[src/rtl/audio_stream_sched_pkg.sv]
// Shared definitions for the audio output scheduler: default audio format,
// the 44.1 kHz rate constant, the arbiter state encoding and a small sizing
// helper. Sample word layout is {left, right}, with left in the upper half.
// Each channel is unsigned offset PCM; mid-scale (silence) is 2^(AUDIO_BITS-1).
package audio_stream_sched_pkg;

    localparam int AUDIO_BITS_DEF = 12;
    localparam int SAMPLE_HZ_DEF  = 44100;

    typedef enum logic {
        ARB_IDLE  = 1'b0,
        ARB_OWNED = 1'b1
    } arb_state_t;

    // Width of an index into n sources; a single source still needs one bit.
    function automatic int src_idx_width(input int n);
        return (n > 1) ? $clog2(n) : 1;
    endfunction

endpackage

[src/rtl/audio_stream_sched_fifo.sv]
// audio_sample_fifo: small synchronous FIFO holding queued sample words.
// Push is ignored when full and pop is ignored when empty. Only the pointers
// and occupancy are cleared by aclr; the storage array is not reset.
module audio_sample_fifo #(
    parameter int DEPTH = 4,
    parameter int WIDTH = 24
) (
    input  logic             clk,
    input  logic             aclr,
    input  logic             push_i,
    input  logic             pop_i,
    input  logic [WIDTH-1:0] wdata_i,
    output logic [WIDTH-1:0] rdata_o,
    output logic             full_o,
    output logic             empty_o
);

    localparam int AW = $clog2(DEPTH);

    logic [WIDTH-1:0] mem_q [DEPTH];
    logic [AW-1:0]    wr_ptr_q, wr_ptr_d;
    logic [AW-1:0]    rd_ptr_q, rd_ptr_d;
    logic [AW:0]      count_q, count_d;
    logic             do_push, do_pop;

    assign full_o  = (count_q == (AW+1)'(DEPTH));
    assign empty_o = (count_q == '0);
    assign rdata_o = mem_q[rd_ptr_q];
    assign do_push = push_i & ~full_o;
    assign do_pop  = pop_i & ~empty_o;

    // Next pointers and occupancy; pointers wrap naturally since DEPTH is a power of 2.
    always_comb begin
        wr_ptr_d = wr_ptr_q;
        rd_ptr_d = rd_ptr_q;
        count_d  = count_q;
        if (do_push) wr_ptr_d = wr_ptr_q + 1'b1;
        if (do_pop)  rd_ptr_d = rd_ptr_q + 1'b1;
        case ({do_push, do_pop})
            2'b10:   count_d = count_q + 1'b1;
            2'b01:   count_d = count_q - 1'b1;
            default: count_d = count_q;
        endcase
    end

    // Control state register with asynchronous clear.
    always_ff @(posedge clk or posedge aclr) begin
        if (aclr) begin
            wr_ptr_q <= '0;
            rd_ptr_q <= '0;
            count_q  <= '0;
        end else begin
            wr_ptr_q <= wr_ptr_d;
            rd_ptr_q <= rd_ptr_d;
            count_q  <= count_d;
        end
    end

    // Storage write; contents are don't-care until pointed at by a valid entry.
    always_ff @(posedge clk) begin
        if (do_push) mem_q[wr_ptr_q] <= wdata_i;
    end

endmodule

[src/rtl/audio_stream_sched.sv]
// audio_stream_sched: paces the stereo output at SAMPLE_HZ with a fractional
// accumulator, grants the output path round-robin to one of NUM_SRC producers,
// buffers the owner's samples and drives wreq/sample to the audio output.
// Build option: AUDIO_SCHED_SILENCE_ON_UNDERRUN_EN -- when defined an underrun
// emits mid-scale silence; otherwise the last emitted word is repeated.
module audio_stream_sched
    import audio_stream_sched_pkg::*;
#(
    parameter int AUDIO_BITS = AUDIO_BITS_DEF,
    parameter int NUM_SRC    = 4,
    parameter int CLK_HZ     = 50000000,
    parameter int SAMPLE_HZ  = SAMPLE_HZ_DEF,
    parameter int FIFO_DEPTH = 4
) (
    input  logic                            clk,
    input  logic                            aclr,
    input  logic                            enable,
    input  logic [NUM_SRC-1:0]              src_req,
    output logic [NUM_SRC-1:0]              src_grant,
    input  logic [NUM_SRC-1:0]              src_valid,
    input  logic [NUM_SRC*2*AUDIO_BITS-1:0] src_data,
    output logic [NUM_SRC-1:0]              src_ready,
    output logic                            wreq,
    output logic [2*AUDIO_BITS-1:0]         sample,
    output logic                            underrun
);

    localparam int SW    = 2 * AUDIO_BITS;
    localparam int OWN_W = src_idx_width(NUM_SRC);
    localparam int ACC_W = $clog2(CLK_HZ) + 1;

    localparam logic [AUDIO_BITS-1:0] MID      = AUDIO_BITS'(1) << (AUDIO_BITS - 1);
    localparam logic [SW-1:0]         MID_WORD = {MID, MID};
    localparam logic [ACC_W:0]        STEP_W   = (ACC_W+1)'(SAMPLE_HZ);
    localparam logic [ACC_W:0]        LIMIT_W  = (ACC_W+1)'(CLK_HZ);

    // Pacer
    logic [ACC_W-1:0] acc_q, acc_d;
    logic [ACC_W:0]   acc_sum;
    logic             tick;

    // Arbiter
    arb_state_t       state_q, state_d;
    logic [OWN_W-1:0] owner_q, owner_d;
    logic [OWN_W-1:0] rr_q, rr_d;
    logic [OWN_W-1:0] hi_pick, lo_pick, pick;
    logic             hi_found, lo_found;

    // FIFO and output
    logic             push, pop;
    logic [SW-1:0]    push_data, head;
    logic             fifo_full, fifo_empty;
    logic             wreq_q, underrun_q;
    logic [SW-1:0]    sample_q, sample_d;

    assign acc_sum = {1'b0, acc_q} + STEP_W;

    // Fractional accumulator: one tick each time the running sum crosses CLK_HZ.
    always_comb begin
        acc_d = acc_q;
        tick  = 1'b0;
        if (!enable) begin
            acc_d = '0;
        end else if (acc_sum >= LIMIT_W) begin
            acc_d = ACC_W'(acc_sum - LIMIT_W);
            tick  = 1'b1;
        end else begin
            acc_d = acc_sum[ACC_W-1:0];
        end
    end

    // Round-robin pick: lowest requester at or above rr, else lowest overall (wrap).
    always_comb begin
        hi_found = 1'b0;
        lo_found = 1'b0;
        hi_pick  = '0;
        lo_pick  = '0;
        for (int i = NUM_SRC - 1; i >= 0; i--) begin
            if (src_req[i]) begin
                lo_found = 1'b1;
                lo_pick  = OWN_W'(i);
                if (OWN_W'(i) >= rr_q) begin
                    hi_found = 1'b1;
                    hi_pick  = OWN_W'(i);
                end
            end
        end
        pick = hi_found ? hi_pick : lo_pick;
    end

    // Arbiter next state: the owner keeps the path until it drops its own request.
    always_comb begin
        state_d = state_q;
        owner_d = owner_q;
        rr_d    = rr_q;
        case (state_q)
            ARB_IDLE: begin
                if (lo_found) begin
                    state_d = ARB_OWNED;
                    owner_d = pick;
                end
            end
            ARB_OWNED: begin
                if (!src_req[owner_q]) begin
                    state_d = ARB_IDLE;
                    rr_d    = (owner_q == OWN_W'(NUM_SRC - 1)) ? '0 : owner_q + 1'b1;
                end
            end
            default: state_d = ARB_IDLE;
        endcase
    end

    // Grant decode, ready gating from the registered full flag, and owner data mux.
    always_comb begin
        src_grant = '0;
        push_data = '0;
        if (state_q == ARB_OWNED) src_grant[owner_q] = 1'b1;
        src_ready = src_grant & {NUM_SRC{~fifo_full}};
        for (int i = 0; i < NUM_SRC; i++) begin
            if (owner_q == OWN_W'(i)) push_data = src_data[i*SW +: SW];
        end
        push = |(src_valid & src_ready);
    end

    assign pop = tick & ~fifo_empty;

    // Word emitted on the next wreq; sample_q doubles as the last-emitted word.
    always_comb begin
        sample_d = sample_q;
        if (tick) begin
            if (!fifo_empty) begin
                sample_d = head;
            end else begin
`ifdef AUDIO_SCHED_SILENCE_ON_UNDERRUN_EN
                sample_d = MID_WORD;
`else
                sample_d = sample_q;
`endif
            end
        end
    end

    // Pacer, arbiter and output registers with asynchronous clear.
    always_ff @(posedge clk or posedge aclr) begin
        if (aclr) begin
            acc_q      <= '0;
            state_q    <= ARB_IDLE;
            owner_q    <= '0;
            rr_q       <= '0;
            wreq_q     <= 1'b0;
            underrun_q <= 1'b0;
            sample_q   <= MID_WORD;
        end else begin
            acc_q      <= acc_d;
            state_q    <= state_d;
            owner_q    <= owner_d;
            rr_q       <= rr_d;
            wreq_q     <= tick;
            underrun_q <= tick & fifo_empty;
            sample_q   <= sample_d;
        end
    end

    audio_sample_fifo #(
        .DEPTH (FIFO_DEPTH),
        .WIDTH (SW)
    ) u_fifo (
        .clk     (clk),
        .aclr    (aclr),
        .push_i  (push),
        .pop_i   (pop),
        .wdata_i (push_data),
        .rdata_o (head),
        .full_o  (fifo_full),
        .empty_o (fifo_empty)
    );

    assign wreq     = wreq_q;
    assign underrun = underrun_q;
    assign sample   = sample_q;

endmodule
[config.mk]
export PLATFORM = sky130hd
export DESIGN_NAME = audio_stream_sched
export DESIGN_NICKNAME = d
export VERILOG_FILES = /design/src/rtl/audio_stream_sched_pkg.sv /design/src/rtl/audio_stream_sched_fifo.sv /design/src/rtl/audio_stream_sched.sv
export SDC_FILE = /design/constraint.sdc
export NUM_CORES = 1
export LEC_CHECK = 0
export ABC_AREA = 1
export CORE_MARGIN = 2
export CORE_UTILIZATION = 26
export DETAILED_ROUTE_END_ITERATION = 8
export GPL_ROUTABILITY_DRIVEN = 0
export GPL_TIMING_DRIVEN = 1
export PLACE_DENSITY_LB_ADDON = 0.2
export SETUP_SLACK_MARGIN = 0.05
export SLEW_MARGIN = 20
export SYNTH_ARGS = -nofsm -noshare
export SYNTH_HDL_FRONTEND = slang
export SYNTH_HIERARCHICAL = 1
export SYNTH_SLANG_ARGS = --single-unit
[constraint.sdc]
create_clock -name clk -period 4.7 [get_ports clk]
set_input_delay 0.47 -clock clk [delete_from_list [all_inputs] [get_ports clk]]
set_output_delay 0.47 -clock clk [all_outputs]
set_load 0.02 [all_outputs]
==> impl_metrics.csv <==
group,metric,value,unit
cts,path_clk_slew,0.07,ns
global_routing,antenna_found_initial,0,
timing,post-route-period-util,77.01,%
drt,via_count,7761,
timing,fmax,276.3,MHz
timing,finClkSkew,0.01211,ns
setup_path,r2r_cells,24,
global_routing,overflow,0,
cts,tritoncts,"done",
cts,hold_buffers,0,
synth,synth_fa_ha_area_share,1.831,%
setup_path,cp-start-kind,"register",
drt,vias_per_cell,4.463,
timing,rsz0062_at_grt,"false",
floorplanning,die_x,193.0,um
placed_design,io_buffers,140,
min_path,hp-class,"input port to async pin",
power_and_ir_drop,power_density,440.1,nW/um^2
synth,syn_inst,1134,
timing,drv_slew,0,
timing,finalSetupViolations,0,
synth,avgSynthCellArea,8.193,sq um
run_status,status,"finished clean",
power_and_ir_drop,ir_drop,247.0,uV
setup_path,cp.required,5.02,ns
drt,avgRoutedWirePerCell,14.23,um
cells_and_area,utilization,33.15,%
synth,async_flop_share,39.62,%
setup_path,critPathMaxFanout,25,
timing,max-slew-margin-rel,43.30,%
synth,synth_top_family_by_area,"simple AND/OR/NAND/NOR gates",
synth,yosys.area_share.simple,29.52,%
floorplanning,io_pins,141,
synth,synth_edf_count,96,
timing,finalHoldViolCount,0,
setup_path,reg2reg_slack,1.08,ns
cts,clk_latency,0.42,ns
cts,clock_sinks,159,
floorplanning,dieArea,37260,sq um
flow_run,max_cap_viol_count,0,
cells_and_area,final_nets,1385,
floorplanning,start_util,26.25,%
cts,cts_setup_buffers,0,
synth,syn_area,9291,sq um
synth,ys_seq_area_share,48.02,%
synth,synth-seq-cells,159,
placed_design,place_inst,1707,
drt,final_antenna_net_count,0,
global_routing,grt_usage,13.61,%
cts,cts_max_level,4,
setup_path,reg2reg_from,"acc_q[2]",
floorplanning,row_count,69,
cells_and_area,areaGrowthSynthToFinish,26.29,%
global_routing,grt_pass1_wl,39650,um
cts,numCtsBuffers,17,
synth,synth-main-ff-cell,"edfxtp_1",
cells_and_area,insertedDiodeCount,0,
global_routing,grt_pass1_vias,7683,
synth,ys_warn_count,6,
timing,tightest_slew,0.8505,ns
setup_path,worstPathArrival,3.94,ns
synth,synthXorXnorAreaFrac,0.3771,%
synth,synth.area.mux_share,0,%
placed_design,dp_hpwl,18400,um
timing,min_period,3.619,ns
drt,drc,0,
cells_and_area,instances_no_fill,1739,
synth,synthDistinctLibCells,41,
drt,drt-initial-drc-count,386,
global_routing,grt_max_degree,64,
setup_path,crit_type,"register to register",
synth,synth_compound_area_share,11.77,%
cells_and_area,drive_gt1_share,11.27,%
cts,clockRootBuffer,"clkbuf_16",
cts,cts_resized,0,
drt,wl,24750,um
setup_path,r2r_end,"u_fifo/count_q[2]",
floorplanning,fp.coreArea,35400,sq um
floorplanning,dieHeight,193.0,um
power_and_ir_drop,power.leakage,5.188,nW
timing,fin_hold_ws,0.3535,ns
cts,clk_path_buf_depth,2,
timing,setup_tns,0,ns
power_and_ir_drop,power,0.005164,W
drt,drt_pass1_iterations,5,
synth,syn_nets,1254,
setup_path,worst_setup_path_end_kind,"register",
metrics by stage:
| step | setup WS [ns] | cell area, sq um |
|---|---|---|
| 6_report | 1.081 | 11730 |
| 5_1_grt | 0.6671 | 11730 |
| 4_1_cts | 1.041 | 11730 |
| 3_5_place_dp | 1.039 | 11140 |
| 3_3_place_gp | 1.126 | 11140 |
| 2_1_floorplan | 1.563 | 9291 |
cell usage after synthesis, types with 2 or more instances:
cell type	count	area share [%]
a21oi_1	21	1.1
a21oi_2	2	0.19
a221oi_1	24	2.3
buf_2	10	0.54
buf_4	5	0.40
buf_6	8	0.97
clkbuf_1	18	0.73
clkinv_1	2	0.081
dfrtp_1	61	16
dfstp_2	2	0.57
edfxtp_1	96	31
ha_1	12	1.6
inv_1	120	4.8
inv_2	20	0.81
nand2_1	368	15
nand2_2	19	1.3
nand2_4	3	0.36
nand3_1	100	5.4
nand3_4	2	0.38
nand4_1	11	0.74
nor2_1	112	4.5
nor2_2	12	0.81
nor2_4	5	0.61
nor3_1	3	0.16
o211ai_1	26	2.1
o211ai_2	23	3.1
o21ai_0	8	0.43
o21ai_1	2	0.11
o31ai_1	25	2.0
xnor2_1	2	0.19
xor2_1	2	0.19
worst max-delay path, cell delays in order, from the launching register on:
cell	delay (ns)
dfrtp_1	0.41
ha_1	0.20
nand3_1	0.16
o21ai_1	0.30
nand2_1	0.16
nand2_2	0.12
nand2_1	0.06
nand2_2	0.10
nand2_4	0.07
nor2_1	0.10
nand2_1	0.09
nor2_1	0.10
nand2_1	0.09
nand3_4	0.08
nand3_4	0.26
inv_1	0.18
nand2_1	0.08
inv_1	0.06
ha_1	0.15
inv_1	0.06
fa_1	0.38
nand2_1	0.10
nand3_1	0.08
nand2_1	0.06
nand2_1	0.05
logic make-up (layout without fill, tap and decap cells):
group	count (synthesis)	after routing
xor+xnor	4	4
fa+ha+maj	13	13
buf+inv	185	329
compound gates	135	135
simple gates	638	638
flops	159	159
placed cells by master (no fill, tap or decap), types with 2 or more instances in the layout:
cell type	netlist	layout
nand2_2	19	19
nand3_4	2	2
o21ai_1	2	2
nor2_2	12	16
clkinvlp_4	0	5
inv_2	20	20
clkinv_8	0	2
o31ai_1	25	25
clkbuf_16	0	17
nor3_1	3	3
a21oi_1	21	21
nand2_1	368	368
o211ai_2	23	23
o211ai_1	26	26
nand2_4	3	3
nor2_4	5	5
inv_6	0	3
nand4_1	11	11
inv_1	120	119
buf_4	5	14
dfrtp_1	61	61
ha_1	12	12
clkdlybuf4s50_1	0	140
inv_8	0	4
xor2_1	2	2
nand3_1	100	100
xnor2_1	2	2
dfstp_2	2	2
edfxtp_1	96	96
a21oi_2	2	2
clkinv_1	2	2
o21ai_0	8	8
a221oi_1	24	24
nor2_1	112	108
where the power goes:
part           switching, W  internal, W
Sequential         0.000118      0.00199
Combinational       0.00111     0.000552
Clock              0.000640     0.000757
state kept, by name (all words and copies together) (netlist names):
name,flops
acc_q,25
owner_q,2
rr_q,2
sample,24
state_q,1
u_fifo/count_q,3
u_fifo/mem_q,96
u_fifo/rd_ptr_q,2
u_fifo/wr_ptr_q,2
underrun,1
wreq,1
area by class of cell:
| cell class | count | area [sq um] |
|---|---|---|
| clock inverters | 15 | 171.4 |
| inverters | 143 | 540.5 |
| repair buffers | 154 | 1506 |
| fillers | 3751 | 23660 |
| well taps | 461 | 576.8 |
| flip-flops and latches | 159 | 4462 |
| multi-input cells | 790 | 4051 |
| clock buffers | 17 | 425.4 |
metal layers:
| layer | wire length [um] | part of all wire [%] | track usage [%] | up-vias |
|---|---|---|---|---|
| li1 | - | - | - | 4009 |
| met1 | 11560 | 47 | 17.72 | 3571 |
| met2 | 11830 | 48 | 23.42 | 163 |
| met3 | 1120 | 4.5 | 2.679 | 18 |
| met4 | 242 | 0.98 | 2.855 | 0 |
| met5 | 0 | 0 | 0 | - |
worst max path at each step:
stage / start / end / slack (ns) / cells past startpoint
floorplan: acc_q[2] / u_fifo/count_q[2] / 1.56 / 25
global placement: acc_q[2] / u_fifo/count_q[2] / 1.13 / 24
detailed placement: acc_q[2] / u_fifo/count_q[2] / 1.04 / 24
CTS: acc_q[2] / u_fifo/count_q[2] / 1.04 / 24
global route: acc_q[2] / u_fifo/count_q[2] / 0.67 / 24
finish: acc_q[2] / u_fifo/count_q[2] / 1.08 / 24
(Power assumes the default switching activity.)
